File: src/rtl/palette_lookup_stage_if.sv
// Stream bundle for the palette lookup stage: indexed pixels in, colours out.
// The master modport is the surrounding pipeline, which feeds indices and
// consumes colours. The slave modport is the lookup stage itself.
interface palette_lookup_stage_if #(
  parameter int INDEX_WIDTH = 8
);
  logic [INDEX_WIDTH-1:0] s_idx_tdata;
  logic                   s_idx_tlast;
  logic                   s_idx_tvalid;
  logic                   s_idx_tready;

  logic [15:0]            m_px_tdata;
  logic                   m_px_tlast;
  logic                   m_px_tuser;
  logic                   m_px_tvalid;
  logic                   m_px_tready;

  modport master (
    output s_idx_tdata, s_idx_tlast, s_idx_tvalid,
    input  s_idx_tready,
    input  m_px_tdata, m_px_tlast, m_px_tuser, m_px_tvalid,
    output m_px_tready
  );

  modport slave (
    input  s_idx_tdata, s_idx_tlast, s_idx_tvalid,
    output s_idx_tready,
    output m_px_tdata, m_px_tlast, m_px_tuser, m_px_tvalid,
    input  m_px_tready
  );
endinterface

File: src/rtl/palette_lookup_stage.sv
// Streaming palette lookup. Each accepted pixel index, together with the
// palette bank, is turned into a port-B byte address of the colour table. The
// colour returns one cycle later and is queued in a small result FIFO together
// with the delayed tlast and transparency flags. The input is admitted only
// while the FIFO still has room for every lookup in flight, so the stage keeps
// full throughput and never drops a result under backpressure.
module palette_lookup_stage #(
  parameter int OFFSET      = 0,
  parameter int INDEX_WIDTH = 8,
  parameter int BANK_WIDTH  = 4,
  parameter int FIFO_DEPTH  = 3
) (
  input  logic                  aclk,
  input  logic                  aresetn,
  palette_lookup_stage_if.slave axis,
  input  logic [BANK_WIDTH-1:0] bank,
  input  logic                  transparent_en,
  output logic [15:0]           portb_address,
  input  logic [15:0]           portb_data
);

  localparam int PTR_W = (FIFO_DEPTH > 1) ? $clog2(FIFO_DEPTH) : 1;
  localparam int CNT_W = $clog2(FIFO_DEPTH + 1);

  localparam logic [15:0]      OFFSET_ADDR = 16'(OFFSET);
  localparam logic [CNT_W:0]   DEPTH_LIM   = (CNT_W + 1)'(FIFO_DEPTH);
  localparam logic [PTR_W-1:0] PTR_LAST    = PTR_W'(FIFO_DEPTH - 1);

  typedef struct packed {
    logic [15:0] colour;
    logic        last;
    logic        user;
  } entry_t;

  logic [CNT_W-1:0] fifo_count;
  logic             inflight;
  logic [CNT_W:0]   outstanding;
  logic             accept;
  logic             push;
  logic             pop;
  logic             out_valid;

  logic [15:0]      lookup_key;
  logic [15:0]      addr_issue;
  logic [15:0]      addr_q;

  logic             tlast_q;
  logic             tuser_q;

  entry_t           mem [FIFO_DEPTH];
  logic [PTR_W-1:0] wr_ptr;
  logic [PTR_W-1:0] rd_ptr;
  entry_t           head;

  // Admission control: room is reserved for the lookup still in flight. The
  // ready signal depends only on registered state and aresetn, never on
  // m_px_tready.
  always_comb begin
    outstanding       = {1'b0, fifo_count} + {{CNT_W{1'b0}}, inflight};
    axis.s_idx_tready = aresetn && (outstanding < DEPTH_LIM);
    accept            = axis.s_idx_tvalid && axis.s_idx_tready;
  end

  // Byte address of the palette entry selected by {bank, index}.
  always_comb begin
    lookup_key    = 16'({bank, axis.s_idx_tdata});
    addr_issue    = OFFSET_ADDR + (lookup_key << 1);
    portb_address = accept ? addr_issue : addr_q;
  end

  // Hold the last issued address on cycles without an accept.
  always_ff @(posedge aclk or negedge aresetn) begin
    if (!aresetn) begin
      addr_q <= OFFSET_ADDR;
    end else if (accept) begin
      addr_q <= addr_issue;
    end
  end

  // Delay the sideband by one cycle so it lines up with the returning colour.
  always_ff @(posedge aclk or negedge aresetn) begin
    if (!aresetn) begin
      inflight <= 1'b0;
      tlast_q  <= 1'b0;
      tuser_q  <= 1'b0;
    end else begin
      inflight <= accept;
      if (accept) begin
        tlast_q <= axis.s_idx_tlast;
        tuser_q <= transparent_en && (axis.s_idx_tdata == '0);
      end
    end
  end

  // FIFO handshakes: a push always fits because admission reserved its slot.
  always_comb begin
    push      = inflight;
    out_valid = (fifo_count != '0);
    pop       = out_valid && axis.m_px_tready;
  end

  // Result FIFO storage and pointers. Pointers wrap explicitly so that depths
  // which are not a power of two work.
  always_ff @(posedge aclk or negedge aresetn) begin
    if (!aresetn) begin
      for (int unsigned i = 0; i < FIFO_DEPTH; i++) begin
        mem[i] <= '0;
      end
      wr_ptr <= '0;
      rd_ptr <= '0;
    end else begin
      if (push) begin
        mem[wr_ptr] <= '{colour: portb_data, last: tlast_q, user: tuser_q};
        wr_ptr      <= (wr_ptr == PTR_LAST) ? '0 : wr_ptr + 1'b1;
      end
      if (pop) begin
        rd_ptr <= (rd_ptr == PTR_LAST) ? '0 : rd_ptr + 1'b1;
      end
    end
  end

  // Occupancy tracking. A simultaneous push and pop leaves the count unchanged.
  always_ff @(posedge aclk or negedge aresetn) begin
    if (!aresetn) begin
      fifo_count <= '0;
    end else begin
      case ({push, pop})
        2'b10:   fifo_count <= fifo_count + 1'b1;
        2'b01:   fifo_count <= fifo_count - 1'b1;
        default: fifo_count <= fifo_count;
      endcase
    end
  end

  // Present the FIFO head. The data is forced to zero while empty, so the
  // outputs are clean during and right after reset.
  always_comb begin
    head             = mem[rd_ptr];
    axis.m_px_tvalid = out_valid;
    axis.m_px_tdata  = out_valid ? head.colour : '0;
    axis.m_px_tlast  = out_valid && head.last;
    axis.m_px_tuser  = out_valid && head.user;
  end

endmodule

File: src/flat_wrapper.sv
// flat-port wrapper written by rule: the top's interface ports become plain ports
module palette_lookup_stage_flat 
#(
  parameter int OFFSET      = 0,
  parameter int INDEX_WIDTH = 8,
  parameter int BANK_WIDTH  = 4,
  parameter int FIFO_DEPTH  = 3
)
  (aclk, aresetn, bank, transparent_en, portb_address, portb_data, axis_s_idx_tdata, axis_s_idx_tlast, axis_s_idx_tvalid, axis_s_idx_tready, axis_m_px_tdata, axis_m_px_tlast, axis_m_px_tuser, axis_m_px_tvalid, axis_m_px_tready);
  palette_lookup_stage_if #(.INDEX_WIDTH(INDEX_WIDTH)) axis_i ();
  input  logic aclk;
  input  logic aresetn;
  input  logic [BANK_WIDTH-1:0] bank;
  input  logic transparent_en;
  output logic [15:0] portb_address;
  input  logic [15:0] portb_data;
  input wire logic [$bits(axis_i.s_idx_tdata)-1:0] axis_s_idx_tdata;
  input wire logic [$bits(axis_i.s_idx_tlast)-1:0] axis_s_idx_tlast;
  input wire logic [$bits(axis_i.s_idx_tvalid)-1:0] axis_s_idx_tvalid;
  output wire logic [$bits(axis_i.s_idx_tready)-1:0] axis_s_idx_tready;
  output wire logic [$bits(axis_i.m_px_tdata)-1:0] axis_m_px_tdata;
  output wire logic [$bits(axis_i.m_px_tlast)-1:0] axis_m_px_tlast;
  output wire logic [$bits(axis_i.m_px_tuser)-1:0] axis_m_px_tuser;
  output wire logic [$bits(axis_i.m_px_tvalid)-1:0] axis_m_px_tvalid;
  input wire logic [$bits(axis_i.m_px_tready)-1:0] axis_m_px_tready;
  assign axis_i.s_idx_tdata = axis_s_idx_tdata;
  assign axis_i.s_idx_tlast = axis_s_idx_tlast;
  assign axis_i.s_idx_tvalid = axis_s_idx_tvalid;
  assign axis_s_idx_tready = axis_i.s_idx_tready;
  assign axis_m_px_tdata = axis_i.m_px_tdata;
  assign axis_m_px_tlast = axis_i.m_px_tlast;
  assign axis_m_px_tuser = axis_i.m_px_tuser;
  assign axis_m_px_tvalid = axis_i.m_px_tvalid;
  assign axis_i.m_px_tready = axis_m_px_tready;
  palette_lookup_stage #(.OFFSET(OFFSET), .INDEX_WIDTH(INDEX_WIDTH), .BANK_WIDTH(BANK_WIDTH), .FIFO_DEPTH(FIFO_DEPTH)) u_core (.aclk(aclk), .aresetn(aresetn), .axis(axis_i), .bank(bank), .transparent_en(transparent_en), .portb_address(portb_address), .portb_data(portb_data));
endmodule
File: config.mk
export PLATFORM = sky130hd
export DESIGN_NAME = palette_lookup_stage_flat
export DESIGN_NICKNAME = d
export VERILOG_FILES = /design/src/rtl/palette_lookup_stage_if.sv /design/src/rtl/palette_lookup_stage.sv /design/src/flat_wrapper.sv
export SDC_FILE = /design/constraint.sdc
export NUM_CORES = 1
export LEC_CHECK = 0
export CAP_MARGIN = 40
export CORE_MARGIN = 10
export CORE_UTILIZATION = 44
export CTS_CLUSTER_DIAMETER = 60
export DETAILED_ROUTE_END_ITERATION = 8
export PLACE_DENSITY = 0.7
export SETUP_SLACK_MARGIN = 0.15
export SKIP_LAST_GASP = 1
export SLEW_MARGIN = 20
export SYNTH_ARGS = -nofsm -noshare
export SYNTH_HDL_FRONTEND = slang
export SYNTH_SLANG_ARGS = --single-unit
File: constraint.sdc
create_clock -name aclk -period 6.64 [get_ports aclk]
set_input_delay 0.996 -clock aclk [delete_from_list [all_inputs] [get_ports aclk]]
set_output_delay 0.996 -clock aclk [all_outputs]
set_load 0.02 [all_outputs]
# After elaboration in Yosys (flattened, before gate mapping)
# Index checks and enable logic that the tools add are counted.
word_totals:
  reg_bits: 79
  latch_bits: 0
  ram_bits: 0
  mem_bits_ro: 0
  inputBits: 34
  output_inout_bits: 36
  word_cells: 52
  memories: 0
op_classes:
  addsub: 5
  n_mul: 0
  div_mod_pow: 0
  order_cmp: 4
  n_eq_ne: 4
  shifts: 0
  n_mux: 11
  bitwise_logic: 2
  reduce_logical: 10
op_table:
  columns: ["operator", "count"]
  rows:
  - ["54-bit bitwise mux", 1]
  - ["18-bit two-way mux", 3]
  - ["18-bit binary-select mux with 2-bit select", 1]
  - ["18-bit demux with 2-bit select", 1]
  - ["16-bit two-way mux", 2]
  - ["8-bit logical NOT", 1]
  - ["1-bit logical AND", 7]
  - ["2-bit by 1-bit adder with 2-bit output (second input constant)", 3]
  - ["2-bit == test (second input constant)", 3]
  - ["3-bit >= comparator (second input constant)", 2]
  - ["2-bit NOT with 3-bit output", 2]
  - ["2-bit two-way mux", 2]
  - ["2-bit case mux with 2 select lines", 1]
  - ["2-bit nonzero test", 2]
  - ["2-bit by 1-bit adder with 3-bit output", 1]
  - ["3-bit by 1-bit less-than comparator with 1-bit output (second input constant)", 1]
  - ["3-bit by 2-bit less-than comparator with 1-bit output (second input constant)", 1]
  - ["2-bit by 1-bit == test with 1-bit output (second input constant)", 1]
  - ["2-bit by 1-bit subtractor with 2-bit output (second input constant)", 1]

# Logic depth before layout (Yosys ltp)
# Gate-level depths: netlist (run 1).
logic_depth:
  word_depth: 6
  mapped_depth: 6
  mapped_depth_nobuf: 6

# Least setup slack after synthesis (run 1)
# No wires, ideal clock.
synth_timing:
  path_type: "input -> output"
  from: "input port axis_s_idx_tvalid"
  to: "output port portb_address[11]"
  arrival_time_ns: 2.234
  t_required_ns: 5.644
  slack_ns: 3.410
  path_stages: 4
  n_path_buf: 1
  cell_sequence: "inv_1 > a2111oi_4 > buf_6 > mux2_2"
synth_between:
  elab_chain_cells: 2
synth_rtl:
  columns: ["item", "line", "source"]
  rows:
  - ["start, declared", "flat_wrapper.sv:19", "input wire logic [$bits(axis_i.s_idx_tvalid)-1:0] axis_s_idx_tvalid;"]
  - ["1-bit logical AND", "palette_lookup_stage.sv:61", "accept = axis.s_idx_tvalid && axis.s_idx_tready;"]
  - ["net u_core.accept", "palette_lookup_stage.sv:38", "logic accept;"]
  - ["16-bit two-way mux", "palette_lookup_stage.sv:68", "portb_address = accept ? addr_issue : addr_q;"]
  - ["end, declared", "flat_wrapper.sv:15", "output logic [15:0] portb_address;"]
# The timed path passes the listed nets, and every way through them passes these cells.

# Worst setup path in the final report (run 1)
layout_timing:
  from: "input port axis_s_idx_tvalid"
  to: "output port portb_address[1]"
layout_between:
  elab_chain_cells: 2
layout_rtl:
  columns: ["item", "line"]
  rows:
  - ["1-bit logical AND", "palette_lookup_stage.sv:61"]
  - ["16-bit two-way mux", "palette_lookup_stage.sv:68"]
# Every way passes these cells.

==> results of run 1 <==
metrics by stage:
stage          instances  instance area (sq um)
2_1_floorplan        266                   3580
3_3_place_gp         429                   4340
3_5_place_dp         434                   4420
4_1_cts              450                   4600
5_1_grt              450                   4600
6_report             450                   4600
placed cells by master (no fill, tap or decap), drive strengths merged, types with 2 or more instances in the layout:
cell type       n
a21o            2
a21oi          18
and2b           4
buf            10
clkbuf         10
clkdlybuf4s50  68
clkinv          2
clkinvlp        3
dfrtp          79
ha              3
inv             7
mux2           68
mux2i          18
nand2          19
nor2            2
nor3            3
o21ai           3
or2            18
xnor2           2
path summary, 6_finish.rpt:
kind | startpoint | end | depth (start not counted)
max reg2reg | u_core.fifo_count[0]$_DFFE_PN0P_ | u_core.addr_q[4]$_DFF_PN0_ | 5
min reg2reg | u_core.addr_q[14]$_DFF_PN0_ | u_core.addr_q[14]$_DFF_PN0_ | 1
max | axis_s_idx_tvalid | portb_address[1] | 6
max in group asynchronous | aresetn | u_core.mem[53]$_DFFE_PN0P_ | 3
min | aresetn | u_core.mem[15]$_DFFE_PN0P_ | 1
min in group aclk | u_core.addr_q[14]$_DFF_PN0_ | u_core.addr_q[14]$_DFF_PN0_ | 1
per-layer routing:
| layer | vias up | share of wire, % | global-route usage [%] |
|---|---|---|---|
| li1 | 1074 | - | - |
| met1 | 1088 | 44 | 16.2 |
| met2 | 68 | 44 | 19.8 |
| met3 | 8 | 11 | 7.78 |
| met4 | 0 | 1.0 | 3.58 |
| met5 | - | 0 | 0 |
registers in the layout (all words and copies together) (netlist names):
| register | cells |
|---|---|
| u_core.rd_ptr | 2 |
| u_core.inflight | 1 |
| u_core.addr_q | 16 |
| u_core.tlast_q | 1 |
| u_core.tuser_q | 1 |
| u_core.fifo_count | 2 |
| u_core.wr_ptr | 2 |
| u_core.mem | 54 |
report_power, final:
part / internal, mW / switching [mW]
Combinational: 0.630 / 0.522
Sequential: 0.700 / 0.128
Clock: 0.147 / 0.178
Total: 1.48 / 0.829
kinds of logic after synthesis:
family,synth area share (%)
AOI/OAI and AO/OA,4.34
xor gates and xnor gates,0.735
adders and majority gates,1.05
buffers and inverters,2.90
DFF,55.3
muxes,27.5
and+or+nand+nor,8.19
layout make-up:
class                      count  area (sq um)  area share (%)
tap                          102           128            2.77
sequential                    79          1980            43.0
timing repair buffer          78           795            17.3
clock buffer                  10           138            2.99
multi-input combinational    169          1500            32.5
clock inverter                 6          45.0           0.979
inverter                       6          22.5           0.490
==> impl_results.md, run 1 <==
- Die width: ~110 um
- Count of hold buffers inserted by post-cts repair: 0
- Avg Vias per Cell: 4.97
- Crit path kind: in -> out
- Wire per inst: 16.9 um
- Pre-CTS WS: 2420 ps
- Resized cells post-CTS: 0
- Slowest stage delay, CP: 560 ps
- Top-count cell post-synth: dfrtp_1
- Transition time of the tightest slew-check pin: 643 ps
- Area leader, netlist: dfrtp_1
- Area grow syn2layout: 28.6%
- Max Clock Skew: between 10 and 15 ps
- Final setup TNS: 0 ps
- Routed WL: 7620 um
- Synth warnings: 0
- Diode count: 0
- Max Cap Viol: 0
- Final period utilization: between 60 and 70%
- CP delay by family, top: buffers and inverters
- CTS Buf Count: 9
- CP most frequent cell: clkdlybuf4s50_1
- Rel. slew slack: roughly 57%
- Final hold slack: 425 ps
- Clk slew on worst S/H paths: about 90 ps
- Synth top area share: 55.3%
- Synthesized area: roughly 0.0036 sq mm
- Post-layout net count: between 300 and 400
- Min Tclk post-route: 4200 ps
- CTS tree: yes
- Final Hold Fails: 0
- Final WS setup: 2440 ps
- # DRC: 0
- CTS sink count: 79
- Yosys cell types: 29
- Crit-path cells: clkdlybuf4s50_1, inv_1, a2111oi_4, buf_6, mux2_2, clkdlybuf4s50_1
- EDFF count, synth: 0
- Status: finished clean
- Post-route ant nets: 0
- P_leak: 2.01 nW
- Synthesized area per cell: 13.4 sq um
- Initial antenna violation count: 0
- Register area share after synthesis: 55.3%
- Gate Count Post-Synth: 266
- Worst min-delay path category: in -> async
- Yosys reg bits: 79
- 1st-iter DRT viols: around 120
- Dpl hpwl: 5390 um
- Syn Nets: 303
- Kind of end point of the critical path: output port
- Pwr dens: 501 mW/mm^2
- Startpoint types: primary input
- Required @ worst endpoint: 5640 ps
- Die Area: 0.0121 sq mm
- Final Slew Violations: 0
- Root Buffer: clkbuf_8
- H-tree Lvls: 3
- Top Ports: 70
- Core Region: 0.00781 sq mm
- Total GRT Usage: a little over an eighth
- Utilization after layout: 58.9%
- Final setup fails: 0
- Initial Util: 45.8%
- Vias in the first global route: 2,459
- Wire length of the first global-routing pass: 12,500 um
- # fillers: 648
- Proportion of layout cells with a drive suffix above 1: 33.0%
- IO Port Bufs: 69
- Flop-to-flop setup slack: 4420 ps
- Buf+Inv Stages, Crit Path: 4
- Vias: 2,238
- # rows: 32
- Worst skew pair latency: roughly 350 ps
- Unrepaired setup endpoints after global routing: no
- Post-CTS setup buffers: 0
- Total power draw: 2.31 mW
- Synth area leaders: dfrtp_1 (55%), mux2_2 (18%), mux2i_1 (5.0%)
- Crit path arrival time: 3200 ps
- Post-synth ARST share: 100%
- GP Congestion: 0.657
- First drt pass iteration count: 4
- CP Max Fanout: 13
- Remaining Overflow, GRT: 0
- Top cells by count, synth: dfrtp_1 (79), mux2_2 (58), nand2_1 (19)
- Die Span Y: 110 um
- Most used DFF post-synth: dfrtp_1
- CP max stage cell: a2111oi_4
- CTS Buffer Depth: 2
- Peak VDD IR: 0.218 mV
- Achievable Freq: 238 MHz
- Largest net degree at the start of global routing: slightly above 50
No activity file was read; power rests on OpenSTA's default activity.
==> run 2, diff against run 1 <==
clock period = 4.3 ns   (was 6.64 ns; I/O delays follow)
==> impl_results.md, run 2 (synthesis gave the netlist of run 1 again) <==
- H-tree Lvls: 3 (unchanged)
- P_leak: 2.02 nW (+0.66%)
- Final setup fails: 0 (unchanged)
- R2R depth: 5 (unchanged)
- Kind of end point of the critical path: output port
- Vias: 2,305 (+3.0%)
- Initial antenna violation count: 0 (unchanged)
- # DRC: 0 (unchanged)
- Crit path arrival time: 2840 ps (-360 ps)
- Die Span Y: 110 um (unchanged)
- Status: finished clean
- Slowest stage delay, CP: 550 ps (about the same)
- Transition time of the tightest slew-check pin: 791 ps (+148 ps)
- Final Hold Fails: 0 (unchanged)
- Diode count: 0 (unchanged)
- Clk slew on worst S/H paths: 70 ps (-20 ps)
- R2R Path End: u_core.addr_q[2]$_DFF_PN0_
- Area grow syn2layout: 28.9%
- Crit path kind: reg -> out
- Most frequent cells in the layout: dfrtp_1 (79), clkdlybuf4s50_1 (68), mux2_2 (58), nand2_1 (19)
- Count of hold buffers inserted by post-cts repair: 0 (unchanged)
- Unrepaired setup endpoints after global routing: no
- Peak VDD IR: 0.381 mV (+75%)
- Commonest non-fill, non-tap cell in the layout: dfrtp_1
- Wire per inst: 16.8 um (-0.97%)
- Required @ worst endpoint: 3650 ps (-1990 ps)
- Rel. slew slack: 47.3% (-9.9 points)
- Top Ports: 70 (unchanged)
- Max reg flops: 54 (unchanged)
- Final cell count without fillers: 449 (-0.22%)
- Worst r2r src: u_core.fifo_count[0]$_DFFE_PN0P_
- Core Region: 0.00781 sq mm (unchanged)
- Max Clock Skew: 7.31 ps (-3.96 ps)
- Largest net degree at the start of global routing: 46 (-9.8%)
- Post-CTS setup buffers: 0 (unchanged)
- Avg Vias per Cell: 5.13 (+3.2%)
- CP Max Fanout: 19 (+6)
- Startpoint types: flop
- Root Buffer: clkbuf_8
- First drt pass iteration count: 4 (unchanged)
- CTS tree: yes
- Total GRT Usage: 13.4% (+0.066 points)
- Proportion of layout cells with a drive suffix above 1: 32.0% (-1.1 points)
- Crit-path cells: ha_1, ha_1, a2111oi_4, buf_4, mux2_2, clkdlybuf4s50_1
- Flop-to-flop setup slack: 2240 ps (-2180 ps)
- Buf+Inv Stages, Crit Path: 2 (-2)
- 1st-iter DRT viols: 127 (+10%)
- IO Port Bufs: 69 (unchanged)
- Resized cells post-CTS: 0 (unchanged)
- Pwr dens: 785 mW/mm^2 (+57%)
- Stages on the worst setup path: 6 (unchanged)
- Worst min-delay path category: in -> async
- GP Congestion: 0.670 (+2.0%)
- Initial Util: 45.8% (unchanged)
- Placed insts: 433 (-0.23%)
- CP delay by family, top: buffers and inverters
- Dpl hpwl: 5350 um (-0.60%)
- Min Tclk post-route: 3480 ps
- Final period utilization: 81.0%
- CP Launch Point: u_core.fifo_count[0]$_DFFE_PN0P_
- Final Slew Violations: 0 (unchanged)
- CP max stage cell: clkdlybuf4s50_1
- Post-layout net count: 379 (-0.26%)
- # rows: 32 (unchanged)
- Worst skew pair latency: 340 ps (about the same)
- CTS sink count: 79 (unchanged)
- Die width: 110 um (unchanged)
- Post-route ant nets: 0 (unchanged)
- Die Area: 0.0121 sq mm (unchanged)
- CP most frequent cell: ha_1
- Largest regs: u_core.mem x54, u_core.addr_q x16
- Most flops, register: u_core.mem
- Final setup TNS: 0 ps (unchanged)
- Critical Path End: portb_address[2]
- Remaining Overflow, GRT: 0 (unchanged)
- Wire length of the first global-routing pass: 12,700 um (+1.3%)
- CTS Buf Count: 9 (unchanged)
- Achievable Freq: roughly 290 MHz
- Routed WL: 7530 um (-1.2%)
- Max Cap Viol: 0 (unchanged)
- CTS Buffer Depth: 2 (unchanged)
- Vias in the first global route: 2,516 (+2.3%)
## run 2: metal layers
metal / GRT usage (%) / vias up / wire [um]
li1: - / 1070 / -
met1: 16.4 / 1160 / 3250
met2: 20.4 / 66 / 3430
met3: 6.96 / 9 / 773
met4: 3.30 / 0 / 75
met5: 0 / - / 0
## run 2: report_power, final
| part | switching, mW | internal [mW] | leakage [nW] |
|---|---|---|---|
| sequential | 0.225 | 1.08 | 0.952 |
| clock | 0.255 | 0.326 | 0.104 |
| combinational | 0.767 | 0.966 | 0.965 |
## run 2: metrics by stage
step / area, sq um / hold WS [ps] / power [mW] / setup slack (ps) / util, %
detailed placement: 4410 / 445 / 3.09 / 931 / 56.4
floorplan: 3580 / 349 / 2.39 / 1560 / -
global route: 4610 / 45.0 / 3.88 / 678 / 59.1
CTS: 4610 / 63.0 / 3.68 / 779 / 59.1
global placement: 4350 / 445 / 3.03 / 981 / 55.7
finish: 4610 / 85.0 / 3.62 / 819 / 59.1
## run 2: worst min path at each step
stage	to	slack [ps]	cells past startpoint
floorplan	u_core.addr_q[0]$_DFF_PN0_	350	0
global placement	u_core.mem[15]$_DFFE_PN0P_	440	1
detailed placement	u_core.mem[15]$_DFFE_PN0P_	450	1
CTS	u_core.mem[15]$_DFFE_PN0P_	60	1
global route	u_core.mem[15]$_DFFE_PN0P_	40	1
finish	u_core.mem[15]$_DFFE_PN0P_	80	1
## run 2: cell type report
cell class,count,area (sq um)
Clock buffer,12,135
Clock inverter,4,70.1
Fill cell,654,3200
Inverter,6,22.5
Multi-Input combinational cell,169,1500
Sequential cell,79,1980
Tap cell,102,128
Timing Repair Buffer,77,783
## run 2: worst reg2reg max path: cells and delay by family, from the launching register on
family                   cells  cell delay [ps]
adder cells (fa/ha/maj)      2              530
flip-flops                   1              450
multiplexers                 1              390
buffers and inverters        1              290
AO/OA/AOI/OAI                1              290
